`config.mk`:
```
export PLATFORM = sky130hd
export DESIGN_NAME = scorer
export DESIGN_NICKNAME = d
export VERILOG_FILES = /design/src/rtl/scorer.sv
export SDC_FILE = /design/constraint.sdc
export NUM_CORES = 1
export LEC_CHECK = 0
export ABC_AREA = 1
export CAP_MARGIN = 15
export CORE_MARGIN = 10
export CORE_UTILIZATION = 63
export CTS_CLUSTER_SIZE = 25
export DETAILED_ROUTE_END_ITERATION = 7
export PLACE_DENSITY_LB_ADDON = 0.25
export SLEW_MARGIN = 20
export SYNTH_ARGS = -nofsm -noshare
export SYNTH_HDL_FRONTEND = slang
export SYNTH_SLANG_ARGS = --single-unit
```
`constraint.sdc`:
```
create_clock -name clk_pixel -period 3.5 [get_ports clk_pixel]
set_clock_uncertainty 0.15 [all_clocks]
set_input_delay 0.875 -clock clk_pixel [delete_from_list [all_inputs] [get_ports clk_pixel]]
set_output_delay 0.875 -clock clk_pixel [all_outputs]
set_load 0.05 [all_outputs]
```
`src/rtl/scorer.sv`:
```
`timescale 1ns/1ps
`default_nettype none
// ============================================================================
// Module   : scorer
// Brief    : Frame-rate penalty scorer. Folds per-pixel hit strobes into
//            per-frame verdicts and drives a saturating 0-7 score with
//            hold, cooldown and decay behaviour.
// Revision : 1.0 - initial release
// ============================================================================
module scorer #(
    parameter int HOLD_FRAMES     = 30,
    parameter int COOLDOWN_FRAMES = 60,
    parameter int DECAY_FRAMES    = 120
) (
    input  logic       clk_pixel,
    input  logic       rst_in,
    input  logic       new_frame_in,
    input  logic       hit_in,
    input  logic       clear_in,
    output logic [2:0] score_out,
    output logic       score_changed_out,
    output logic       frame_hit_out
);

    localparam int c_STREAK_W = $clog2(HOLD_FRAMES + 1);
    localparam int c_CD_W     = $clog2(COOLDOWN_FRAMES + 1);
    localparam int c_CLEAN_W  = $clog2(DECAY_FRAMES + 1);

    localparam logic [c_STREAK_W-1:0] c_HOLD      = c_STREAK_W'(HOLD_FRAMES);
    localparam logic [c_CD_W-1:0]     c_COOLDOWN  = c_CD_W'(COOLDOWN_FRAMES);
    localparam logic [c_CLEAN_W-1:0]  c_DECAY     = c_CLEAN_W'(DECAY_FRAMES);
    localparam logic [c_STREAK_W-1:0] c_STREAK_1  = c_STREAK_W'(1);
    localparam logic [c_CD_W-1:0]     c_CD_1      = c_CD_W'(1);
    localparam logic [c_CLEAN_W-1:0]  c_CLEAN_1   = c_CLEAN_W'(1);
    localparam logic [2:0]            c_SCORE_MAX = 3'd7;

    typedef enum logic [1:0] {
        ST_CLEAN    = 2'd0,
        ST_ACCUM    = 2'd1,
        ST_COOLDOWN = 2'd2
    } state_t;

    state_t                r_state;
    logic                  r_hl;
    logic [c_STREAK_W-1:0] r_streak;
    logic [c_CD_W-1:0]     r_cd_cnt;
    logic [c_CLEAN_W-1:0]  r_clean_cnt;

    logic [c_STREAK_W-1:0] w_streak_inc;
    logic [c_CD_W-1:0]     w_cd_inc;
    logic [c_CLEAN_W-1:0]  w_clean_inc;

    assign w_streak_inc = r_streak + c_STREAK_1;
    assign w_cd_inc     = r_cd_cnt + c_CD_1;
    assign w_clean_inc  = r_clean_cnt + c_CLEAN_1;

    // The verdict is r_hl alone: a hit landing on the frame-start cycle is
    // loaded into r_hl and therefore belongs to the frame that is starting.
    always_ff @(posedge clk_pixel) begin
        if (rst_in) begin
            r_state           <= ST_CLEAN;
            r_hl              <= 1'b0;
            r_streak          <= '0;
            r_cd_cnt          <= '0;
            r_clean_cnt       <= '0;
            score_out         <= 3'd0;
            score_changed_out <= 1'b0;
            frame_hit_out     <= 1'b0;
        end else begin
            score_changed_out <= 1'b0;
            if (clear_in) begin
                r_state           <= ST_CLEAN;
                r_hl              <= 1'b0;
                r_streak          <= '0;
                r_cd_cnt          <= '0;
                r_clean_cnt       <= '0;
                score_out         <= 3'd0;
                score_changed_out <= (score_out != 3'd0);
            end else if (new_frame_in) begin
                r_hl          <= hit_in;
                frame_hit_out <= r_hl;
                case (r_state)
                    ST_CLEAN: begin
                        if (r_hl) begin
                            r_streak    <= c_STREAK_1;
                            r_clean_cnt <= '0;
                            r_state     <= ST_ACCUM;
                        end else if (w_clean_inc == c_DECAY) begin
                            r_clean_cnt <= '0;
                            if (score_out != 3'd0) begin
                                score_out         <= score_out - 3'd1;
                                score_changed_out <= 1'b1;
                            end
                        end else begin
                            r_clean_cnt <= w_clean_inc;
                        end
                    end
                    ST_ACCUM: begin
                        if (r_hl) begin
                            if (w_streak_inc == c_HOLD) begin
                                if (score_out != c_SCORE_MAX) begin
                                    score_out         <= score_out + 3'd1;
                                    score_changed_out <= 1'b1;
                                end
                                r_streak <= '0;
                                r_cd_cnt <= '0;
                                r_state  <= ST_COOLDOWN;
                            end else begin
                                r_streak <= w_streak_inc;
                            end
                        end else begin
                            // The clean frame that broke the streak counts toward decay.
                            r_streak    <= '0;
                            r_clean_cnt <= c_CLEAN_1;
                            r_state     <= ST_CLEAN;
                        end
                    end
                    ST_COOLDOWN: begin
                        if (w_cd_inc == c_COOLDOWN) begin
                            r_cd_cnt    <= '0;
                            r_clean_cnt <= '0;
                            r_state     <= ST_CLEAN;
                        end else begin
                            r_cd_cnt <= w_cd_inc;
                        end
                    end
                    default: begin
                        r_state <= ST_CLEAN;
                    end
                endcase
            end else if (hit_in) begin
                r_hl <= 1'b1;
            end
        end
    end

endmodule
`default_nettype wire

```
Yosys cells after proc, flatten, opt, wreduce, memory -nomap -nowiden

Index checks and enable logic that the tools add are counted.

Logic and storage cells: 79
Flip-flop bits (word level): 26

Bitwise gates (word level): 1
Eq/ne operators: 16
Reductions and logical operators: 13
Mux-type cells: 36
$add $sub $neg: 5

Operators by type and width:

| operator              | count |
|---|---|
| $mux W7               | 4 |
| $pmux W7 S3           | 1 |
| $mux W3               | 6 |
| $mux W6               | 3 |
| $ne A2 B2 Y1 const B  | 9 |
| $mux W5               | 3 |
| $pmux W6 S2           | 1 |
| $reduce_and A4 Y1     | 3 |
| $mux W1               | 10 |
| $pmux W5 S2           | 1 |
| $mux W2               | 4 |
| $reduce_and A8 Y1     | 1 |
| $add A7 B1 Y7 const B | 1 |
| $eq A7 B7 Y1 const B  | 1 |
| $add A6 B1 Y6 const B | 1 |
| $eq A6 B6 Y1 const B  | 1 |
| $ne A3 B3 Y1 const B  | 2 |
| $pmux W2 S3           | 1 |
| $pmux W3 S2           | 1 |
| $reduce_bool A2 Y1    | 3 |
| $reduce_bool A3 Y1    | 2 |
| $add A5 B1 Y5 const B | 1 |
| $eq A5 B5 Y1 const B  | 1 |
| $add A3 B1 Y3 const B | 1 |
| other kinds (9)       | 9 |

Logic depth before layout (Yosys ltp)

Gate-level depths: netlist of run 1.

Depth after elaboration: 7
Depth in mapped cells: 12

Worst setup path before layout of run 1

No wires, ideal clock.

Kind: input-to-reg
From: input new_frame_in
To: register r_cd_cnt[3]
Stages: 5
Arrival time: 1.585 ns
Data required time: 3.228 ns
Slack: 1.644 ns
Cells stage by stage: inv_1 -> a21oi_2 -> o211ai_4 -> o21ai_0 -> nor2_1

Longest elaborated chain between the ends: 1

Ends and longest elaborated chain:

| what                        | line | RTL |
|---|---|---|
| start, declared             | 17   | `input logic new_frame_in,` |
| $reduce_and A4 Y1 (no line) | -    |  |
| end signal, assigned        | 124  | `r_cd_cnt <= w_cd_inc;` |
| end, declared               | 46   | `logic [c_CD_W-1:0] r_cd_cnt;` |

No other way between the ends.
A chain may end at the register's enable or synchronous reset.

Worst setup path after layout of run 1

From: register score_out[0]
To: output score_out[0]

RTL lines:

| what                   | line | RTL |
|---|---|---|
| start, declared        | 20   | `output logic [2:0] score_out,` |
| start signal, assigned | 91   | `score_out <= score_out - 3'd1;` |
| start signal, assigned | 102  | `score_out <= score_out + 3'd1;` |

No word-level cell between the ends.

==> results.toml, run 1 <==
[sta]
period_needed_ns = 2.68
layout_setup_ws_ns = 0.819
fin_tns_setup_ns = 0
maxSlewViolCount = 0
fin_crit_sh = 0.766
tightest_slew_ns = 0.509
slew_headroom = 0.659
maxClockFrequency_ghz = 0.373
setup_violations = 0
hold_viol = 0
rsz0062_at_grt = "false"

[clocking]
holdBufCountCts = 0
cts_setup_buffers = 0
cts_repair_resize_count = 0
cts_sinks = 26
h-tree-depth = 1
clock-root-buffer = "clkbuf_4"
path_clk_slew_ns = 0.15
insertion_delay_ns = 0.33
cts_tree = "built"
cts_buffers = 3
cts_buffer_depth = 2

[route]
vias = 1573
routed_wirelength_mm = 3.44
drc = 0
drtIter0Drc = 78
dr.pass1.iters = 4
drt-wirelength-per-cell_um = 11.5
via_per_inst = 5.28
final_antenna_net_count = 0

[global_route]
grt_pass1_wl_mm = 5.82
antenna_found_initial = 0
grt_max_degree = 15
grt_pass1_vias = 1376
grt_usage = 0.134
grt-ovfl-total = 0

[setup_path]
r2r_start = "r_clean_cnt[0]"
path_class = "register to output pin"
startpoint = "score_out[0]"
crit_buf_inv = 1
arrival_ns = 1.66
critPathMaxFanout = 6
cp_top_family = "buffers and inverters"
cp.required_ns = 2.47
path_cells = "clkdlybuf4s50_1"
max_stage_delay_ns = 0.85
worstSetupStartpointType = "register"
slowest_stage = "clkdlybuf4s50_1"
endpoint_kind = "output pin"

[synthesis]
yosysTopAreaCellShare = 0.299
synthTopCellsByArea = "dfxtp_1 (30%), nand2_1 (14%), nor2_1 (7.8%), inv_1 (6.3%), ha_1 (5.7%)"
yosysTopAreaCell = "dfxtp_1"
synth_async_sr_flop_share = 0
yosys-top-cells-count = "nand2_1 (65), nor2_1 (36), inv_1 (29)"
synth_warnings = 0
synth_nets = 272
syn_inst = 258
yosysMostFrequentCell = "nand2_1"
netlist_area_um2 = 1740
avgSynthCellArea_um2 = 6.75
synth_edf_count = 0
ys_seq_elements = 26
ys_types = 31
synth_flop_cell = "dfxtp_1"
seq_area_frac_synth = 0.299

[die]
fp.dieArea_um2 = 5270
die_w_um = 72.6
io_pins = 10
die_height_um = 72.6
initial_core_util = 0.643
std_cell_rows = 19
core_area_um2 = 2710

[power]
p_per_area_nw_per_um2 = 284
pwr-share-comb = 0.131
p_sw_mw = 0.142
clkPwrFrac = 0.289
ir_drop_mv = 0.194
p_total_mw = 0.534
pwr-share-seq = 0.580
internal_power_mw = 0.391
power_switching_share = 0.267
p_leak_nw = 0.755

[final_layout]
final_nets = 282
n_antenna_cell = 0
final_util = 0.693
fin_cells = 298
synthToLayoutAreaGrowth_pct = 7.83
drive_above_1_share = 0.0936

[placed_design]
dp_slack_ns = 0.981
place_hpwl_mm = 2.64
dp_cells = 294
gp_congestion = 0.899
io_buffers = 9

[hold_path]
holdCritPathClass = "register to register"
hp-start = "r_streak[4]"

[outcome]
status = "complete, no violations"

[run]
maxCapViolations = 0
[through the flow]
step / cell area, um^2 / hold slack (ns)
floorplan: 1740 / 0.307
global route: 1880 / 0.382
detailed placement: 1840 / 0.327
finish: 1880 / 0.343
CTS: 1880 / 0.346
global placement: 1840 / 0.323
[power by group through the flow]
stage                     logic, mW  clock network [mW]  registers (mW)
after floorplan              0.0507                   0           0.318
after CTS                    0.0703               0.158           0.309
final                        0.0701               0.154           0.309
after global placement       0.0689                   0           0.316
after global routing         0.0798               0.168           0.310
after detailed placement     0.0699                   0           0.316
[placed cells by master, fill, tap and decap left out, types with 2 or more instances in the layout]
cell,n
ha_1,8
clkdlybuf4s50_1,9
nor2_1,36
nand2_2,5
xor2_1,5
inv_1,29
nand3_1,18
dfxtp_1,26
a21oi_1,12
nor3_1,7
nor2_2,2
a21oi_2,4
xnor2_1,2
nand3_2,2
clkbuf_4,3
nand2_1,65
nand4_1,9
nand2_4,3
o21ai_0,10
[kinds of logic (layout without fill, tap and decap cells)]
| group | count (synthesis) | count (layout) | share of synthesized area |
|---|---|---|---|
| and+or+nand+nor | 150 | 150 | 0.398 |
| buffers and inverters | 35 | 44 | 0.0855 |
| AOI/OAI and AO/OA | 31 | 31 | 0.114 |
| DFF | 26 | 26 | 0.299 |
| adders and majority gates | 9 | 9 | 0.0690 |
| xor gates and xnor gates | 7 | 7 | 0.0352 |
[path summary, 6_finish.rpt]
kind | to | slack (ns) | cells past startpoint
hold / removal | r_streak[4] | 0.34 | 2
setup reg to reg | r_clean_cnt[5] | 1.38 | 10
setup / recovery | score_out[0] | 0.82 | 1
hold reg to reg | r_streak[4] | 0.34 | 2
[layer usage]
metal,vias up,global-route usage,part of all wire
met5,-,0,0
met4,0,0.0570,0.018
met3,7,0.0231,0.024
met2,23,0.225,0.47
met1,692,0.163,0.48
li1,851,-,-
[flip-flops by register name, indices dropped and copies added, names as in the netlist]
name / count
r_cd_cnt: 6
score_out: 3
frame_hit_out: 1
r_streak: 5
r_state: 2
r_clean_cnt: 7
score_changed_out: 1
r_hl: 1
[cell type report]
| cell class | instances | area, um^2 |
|---|---|---|
| Multi-Input combinational cell | 197 | 1070 |
| Fill cell | 267 | 832 |
| Sequential cell | 26 | 520 |
| Inverter | 30 | 113 |
| Timing Repair Buffer | 10 | 97.6 |
| Tap cell | 31 | 38.8 |
| Clock buffer | 4 | 36.3 |
Power figures use the tool's default switching activity.
==> inputs of run 2 (changes only) <==
--- a/config.mk
+++ b/config.mk
@@ -8,7 +8,7 @@
 export ABC_AREA = 1
 export CAP_MARGIN = 15
 export CORE_MARGIN = 10
-export CORE_UTILIZATION = 63
+export CORE_UTILIZATION = 53
 export CTS_CLUSTER_SIZE = 25
 export DETAILED_ROUTE_END_ITERATION = 7
 export PLACE_DENSITY_LB_ADDON = 0.25
==> constraint.sdc (replaced) <==
create_clock -name clk_pixel -period 2.4 [get_ports clk_pixel]
set_clock_uncertainty 0.15 [all_clocks]
set_input_delay 0.6 -clock clk_pixel [delete_from_list [all_inputs] [get_ports clk_pixel]]
set_output_delay 0.6 -clock clk_pixel [all_outputs]
set_load 0.05 [all_outputs]
==> run 2 against run 1 <==
Core utilization down 7.6 points. Cell area is 1.9% higher. Worst setup slack got worse by 0.64 ns.
==> results.toml, run 2 (same netlist as run 1, synthesis figures left out) <==
[power]
p_total_mw = 0.739
ir_drop_mv = 0.335
clkPwrFrac = 0.246
p_leak_nw = 0.809
p_per_area_nw_per_um2 = 386
internal_power_mw = 0.540
pwr-share-comb = 0.146
pwr-share-seq = 0.608
power_switching_share = 0.270
p_sw_mw = 0.200

[route]
via_per_inst = 5.04
drtIter0Drc = 76
drc = 0
vias = 1581
routed_wirelength_mm = 3.52
drt-wirelength-per-cell_um = 11.2
dr.pass1.iters = 4
final_antenna_net_count = 0

[final_layout]
reg.largest.list = "r_clean_cnt: 7 flops, r_cd_cnt: 6 flops, r_streak: 5 flops"
fin_cells = 314
drive_above_1_share = 0.107
area.sequential_um2 = 520
fin_area_um2 = 1910
multi_input_area_um2 = 1070
n_antenna_cell = 0
layout_common_cells = "nand2_1 (65), nor2_1 (36), inv_1 (29)"
final_common_cell = "nand2_1"
final_util = 0.617
largest_reg_flops = 7
top_register = "r_clean_cnt"
synthToLayoutAreaGrowth_pct = 9.84
fill_cells = 319
final_nets = 286

[clocking]
cts_repair_resize_count = 0
insertion_delay_ns = 0.32
cts_sinks = 26
holdBufCountCts = 0
h-tree-depth = 1
cts_buffer_depth = 2
path_clk_slew_ns = 0.13
cts_buffers = 3
clock-root-buffer = "clkbuf_4"
cts_setup_buffers = 0
cts_tree = "built"

[global_route]
grt_max_degree = 14
grt_pass1_wl_mm = 6.27
antenna_found_initial = 0
grt-ovfl-total = 0
grt_pass1_vias = 1453
grt_usage = 0.120

[sta]
slew_headroom = 0.662
maxSlewViolCount = 0
hold_viol = 0
period_needed_ns = 2.22
rsz0062_at_grt = "false"
layout_setup_ws_ns = 0.182
setup_violations = 0
fin_crit_sh = 0.924
fin_tns_setup_ns = 0
maxClockFrequency_ghz = 0.451
hold_ws_ns = 0.345
tightest_slew_ns = 0.506

[die]
fp.dieArea_um2 = 5980
std_cell_rows = 20
die_height_um = 77.3
initial_core_util = 0.561
core_area_um2 = 3100
io_pins = 10
die_w_um = 77.3

[placed_design]
dp_cells = 311
dp_slack_ns = 0.125
gp_congestion = 0.837
io_buffers = 9
place_area_um2 = 1890
place_hpwl_mm = 2.81

[setup_path]
path_cells = "clkdlybuf4s50_1"
arrival_ns = 1.47
worstSetupStartpointType = "register"
cp_top_family = "buffers and inverters"
crit_buf_inv = 1
slowest_stage = "clkdlybuf4s50_1"
r2r_start = "r_clean_cnt[1]"
path_class = "register to output pin"
startpoint = "frame_hit_out"
endpoint_kind = "output pin"
max_stage_delay_ns = 0.80
critPathMaxFanout = 2
cp.required_ns = 1.65

[run]
maxCapViolations = 0

[hold_path]
holdCritPathClass = "register to register"
hp-start = "r_streak[4]"

[outcome]
status = "complete, no violations"
==> run 2: cell type report <==
class                           instances  area share
Multi-Input combinational cell        197       0.560
Clock buffer                            3      0.0118
Sequential cell                        26       0.272
Inverter                               30      0.0589
Tap cell                               44      0.0288
Timing Repair Buffer                   14      0.0680
==> run 2: worst paths after layout <==
check                  endpoint  slack, ns  cells past startpoint
setup / recovery  frame_hit_out       0.18                      1
hold / removal      r_streak[4]       0.35                      2
setup reg to reg   score_out[1]       0.37                     10
hold reg to reg     r_streak[4]       0.35                      2
==> run 2: power groups by stage <==
stage	Sequential [mW]	Clock (mW)	Combinational [mW]
floorplan	0.464	0	0.0739
global placement	0.459	0	0.107
detailed placement	0.459	0	0.108
CTS	0.449	0.192	0.109
global route	0.451	0.204	0.123
finish	0.449	0.182	0.108
==> run 2: routing by layer <==
metal / wire, um / up-vias / part of all wire / track usage
met2: 1630 / 14 / 0.46 / 0.197
met4: 19 / 0 / 0.0054 / 0.0255
met3: 147 / 2 / 0.042 / 0.0373
met1: 1720 / 708 / 0.49 / 0.150
met5: 0 / - / 0 / 0
li1: - / 857 / - / -
==> inputs of run 3 (changes only) <==
--- a/config.mk
+++ b/config.mk
@@ -7,8 +7,7 @@
 export LEC_CHECK = 0
 export ABC_AREA = 1
 export CAP_MARGIN = 15
-export CORE_MARGIN = 10
-export CORE_UTILIZATION = 53
+export CORE_UTILIZATION = 63
 export CTS_CLUSTER_SIZE = 25
 export DETAILED_ROUTE_END_ITERATION = 7
 export PLACE_DENSITY_LB_ADDON = 0.25
==> constraint.sdc (replaced) <==
create_clock -name clk_pixel -period 2.8 [get_ports clk_pixel]
set_clock_uncertainty 0.15 [all_clocks]
set_input_delay 0.7 -clock clk_pixel [delete_from_list [all_inputs] [get_ports clk_pixel]]
set_output_delay 0.7 -clock clk_pixel [all_outputs]
set_load 0.05 [all_outputs]
==> run 3 against run 2 <==
Global-route usage up 13 points. Largest power group unchanged. Combinational power is 19% lower. Via count rose by 0.19%. Largest cell class unchanged. Critical endpoint is now score_out[0].
==> results.toml, run 3 (same netlist as run 1, synthesis figures left out) <==
[route]
dr.pass1.iters = 5
final_antenna_net_count = 0
vias = 1584
drtIter0Drc = 32
drc = 0
drt-wirelength-per-cell_um = 11.4
via_per_inst = 5.33
routed_wirelength_mm = 3.39

[setup_path]
cp_num_cells = 1
slowest_stage = "clkdlybuf4s50_1"
cp_top_family = "buffers and inverters"
arrival_ns = 1.65
critPathMaxFanout = 6
crit_buf_inv = 1
worstSetupStartpointType = "register"
max_stage_delay_ns = 0.85
path_cells = "clkdlybuf4s50_1"
cp.required_ns = 1.95
endpoint_kind = "output pin"
path_class = "register to output pin"
reg2reg_depth = 10
r2r_slack_ns = 0.64
r2r_start = "r_clean_cnt[0]"
startpoint = "score_out[0]"

[clocking]
cts_sinks = 26
cts_repair_resize_count = 0
holdBufCountCts = 0
cts_setup_buffers = 0
path_clk_slew_ns = 0.14
cts_buffers = 3
insertion_delay_ns = 0.32
cts_tree = "built"
cts_buffer_depth = 2
clock-root-buffer = "clkbuf_4"
h-tree-depth = 1

[power]
p_total_mw = 0.667
p_leak_nw = 0.755
p_per_area_nw_per_um2 = 355
ir_drop_mv = 0.279

[final_layout]
final_nets = 282
final_util = 0.737
drive_above_1_share = 0.0936
reg.largest.list = "r_clean_cnt: 7 flops, r_cd_cnt: 6 flops, r_streak: 5 flops"
final_common_cell = "nand2_1"
fill_cells = 231
n_antenna_cell = 0
layout_common_cells = "nand2_1 (65), nor2_1 (36), inv_1 (29)"
largest_reg_flops = 7
synthToLayoutAreaGrowth_pct = 7.76
top_register = "r_clean_cnt"
fin_cells = 297

[sta]
fin_crit_sh = 0.893
maxClockFrequency_ghz = 0.400
maxSlewViolCount = 0
fin_tns_setup_ns = 0
layout_setup_ws_ns = 0.301
hold_viol = 0
period_needed_ns = 2.50
tightest_slew_ns = 0.505
rsz0062_at_grt = "false"
slew_headroom = 0.663
setup_violations = 0

[die]
initial_core_util = 0.684
std_cell_rows = 18
core_area_um2 = 2540
io_pins = 10
die_height_um = 54.6
fp.dieArea_um2 = 2980
die_w_um = 54.6

[placed_design]
dp_cells = 293
io_buffers = 9
place_hpwl_mm = 2.59
gp_congestion = 0.919
dp_slack_ns = 0.441

[global_route]
grt_pass1_vias = 1308
grt_max_degree = 15
antenna_found_initial = 0
grt_pass1_wl_mm = 5.42
grt_usage = 0.250
grt-ovfl-total = 0

[hold_path]
hp-start = "r_streak[4]"
whs_path_depth = 2
holdCritPathClass = "register to register"

[outcome]
status = "complete, no violations"

[run]
maxCapViolations = 0
==> run 3: where the power goes <==
group          switching (mW)  internal (mW)
logic                  0.0563         0.0317
clock network           0.112         0.0797
registers             0.00934          0.377
==> run 3: cell type report <==
type	count	area, um^2	area share
flip-flops and latches	26	520	0.277
clock buffers	4	36.3	0.0193
well taps	30	37.5	0.0200
multi-input cells	197	1070	0.571
repair buffers	10	97.6	0.0520
inverters	30	113	0.0600
==> run 3: path summary, 6_finish.rpt <==
| check | endpoint |
|---|---|
| max | score_out[0] |
| max reg2reg | r_clean_cnt[3] |
| min reg2reg | r_streak[4] |
| min | r_streak[4] |
==> run 3: routing by layer <==
layer	part of all wire	track usage	routed length, um
met5	0	0	0
met4	0.017	0.0769	57
met3	0.034	0.0250	116
met2	0.45	0.416	1520
met1	0.50	0.336	1700
==> run 3: stage by stage <==
step                area (um^2)  hold slack, ns
floorplan                  1740           0.307
finish                     1880           0.348
global route               1880           0.383
CTS                        1880           0.351
global placement           1840           0.326
detailed placement         1840           0.331
==> run 3: worst register-to-register path, cell delays in order, from the launching register on <==
cell     delay, ns
dfxtp_1       0.51
ha_1          0.32
nand2_1       0.09
o21ai_0       0.15
nand2_1       0.09
nor2_1        0.21
nand2_1       0.09
nor2_1        0.25
nor3_1        0.08
nor2_1        0.09
nor2_1        0.05
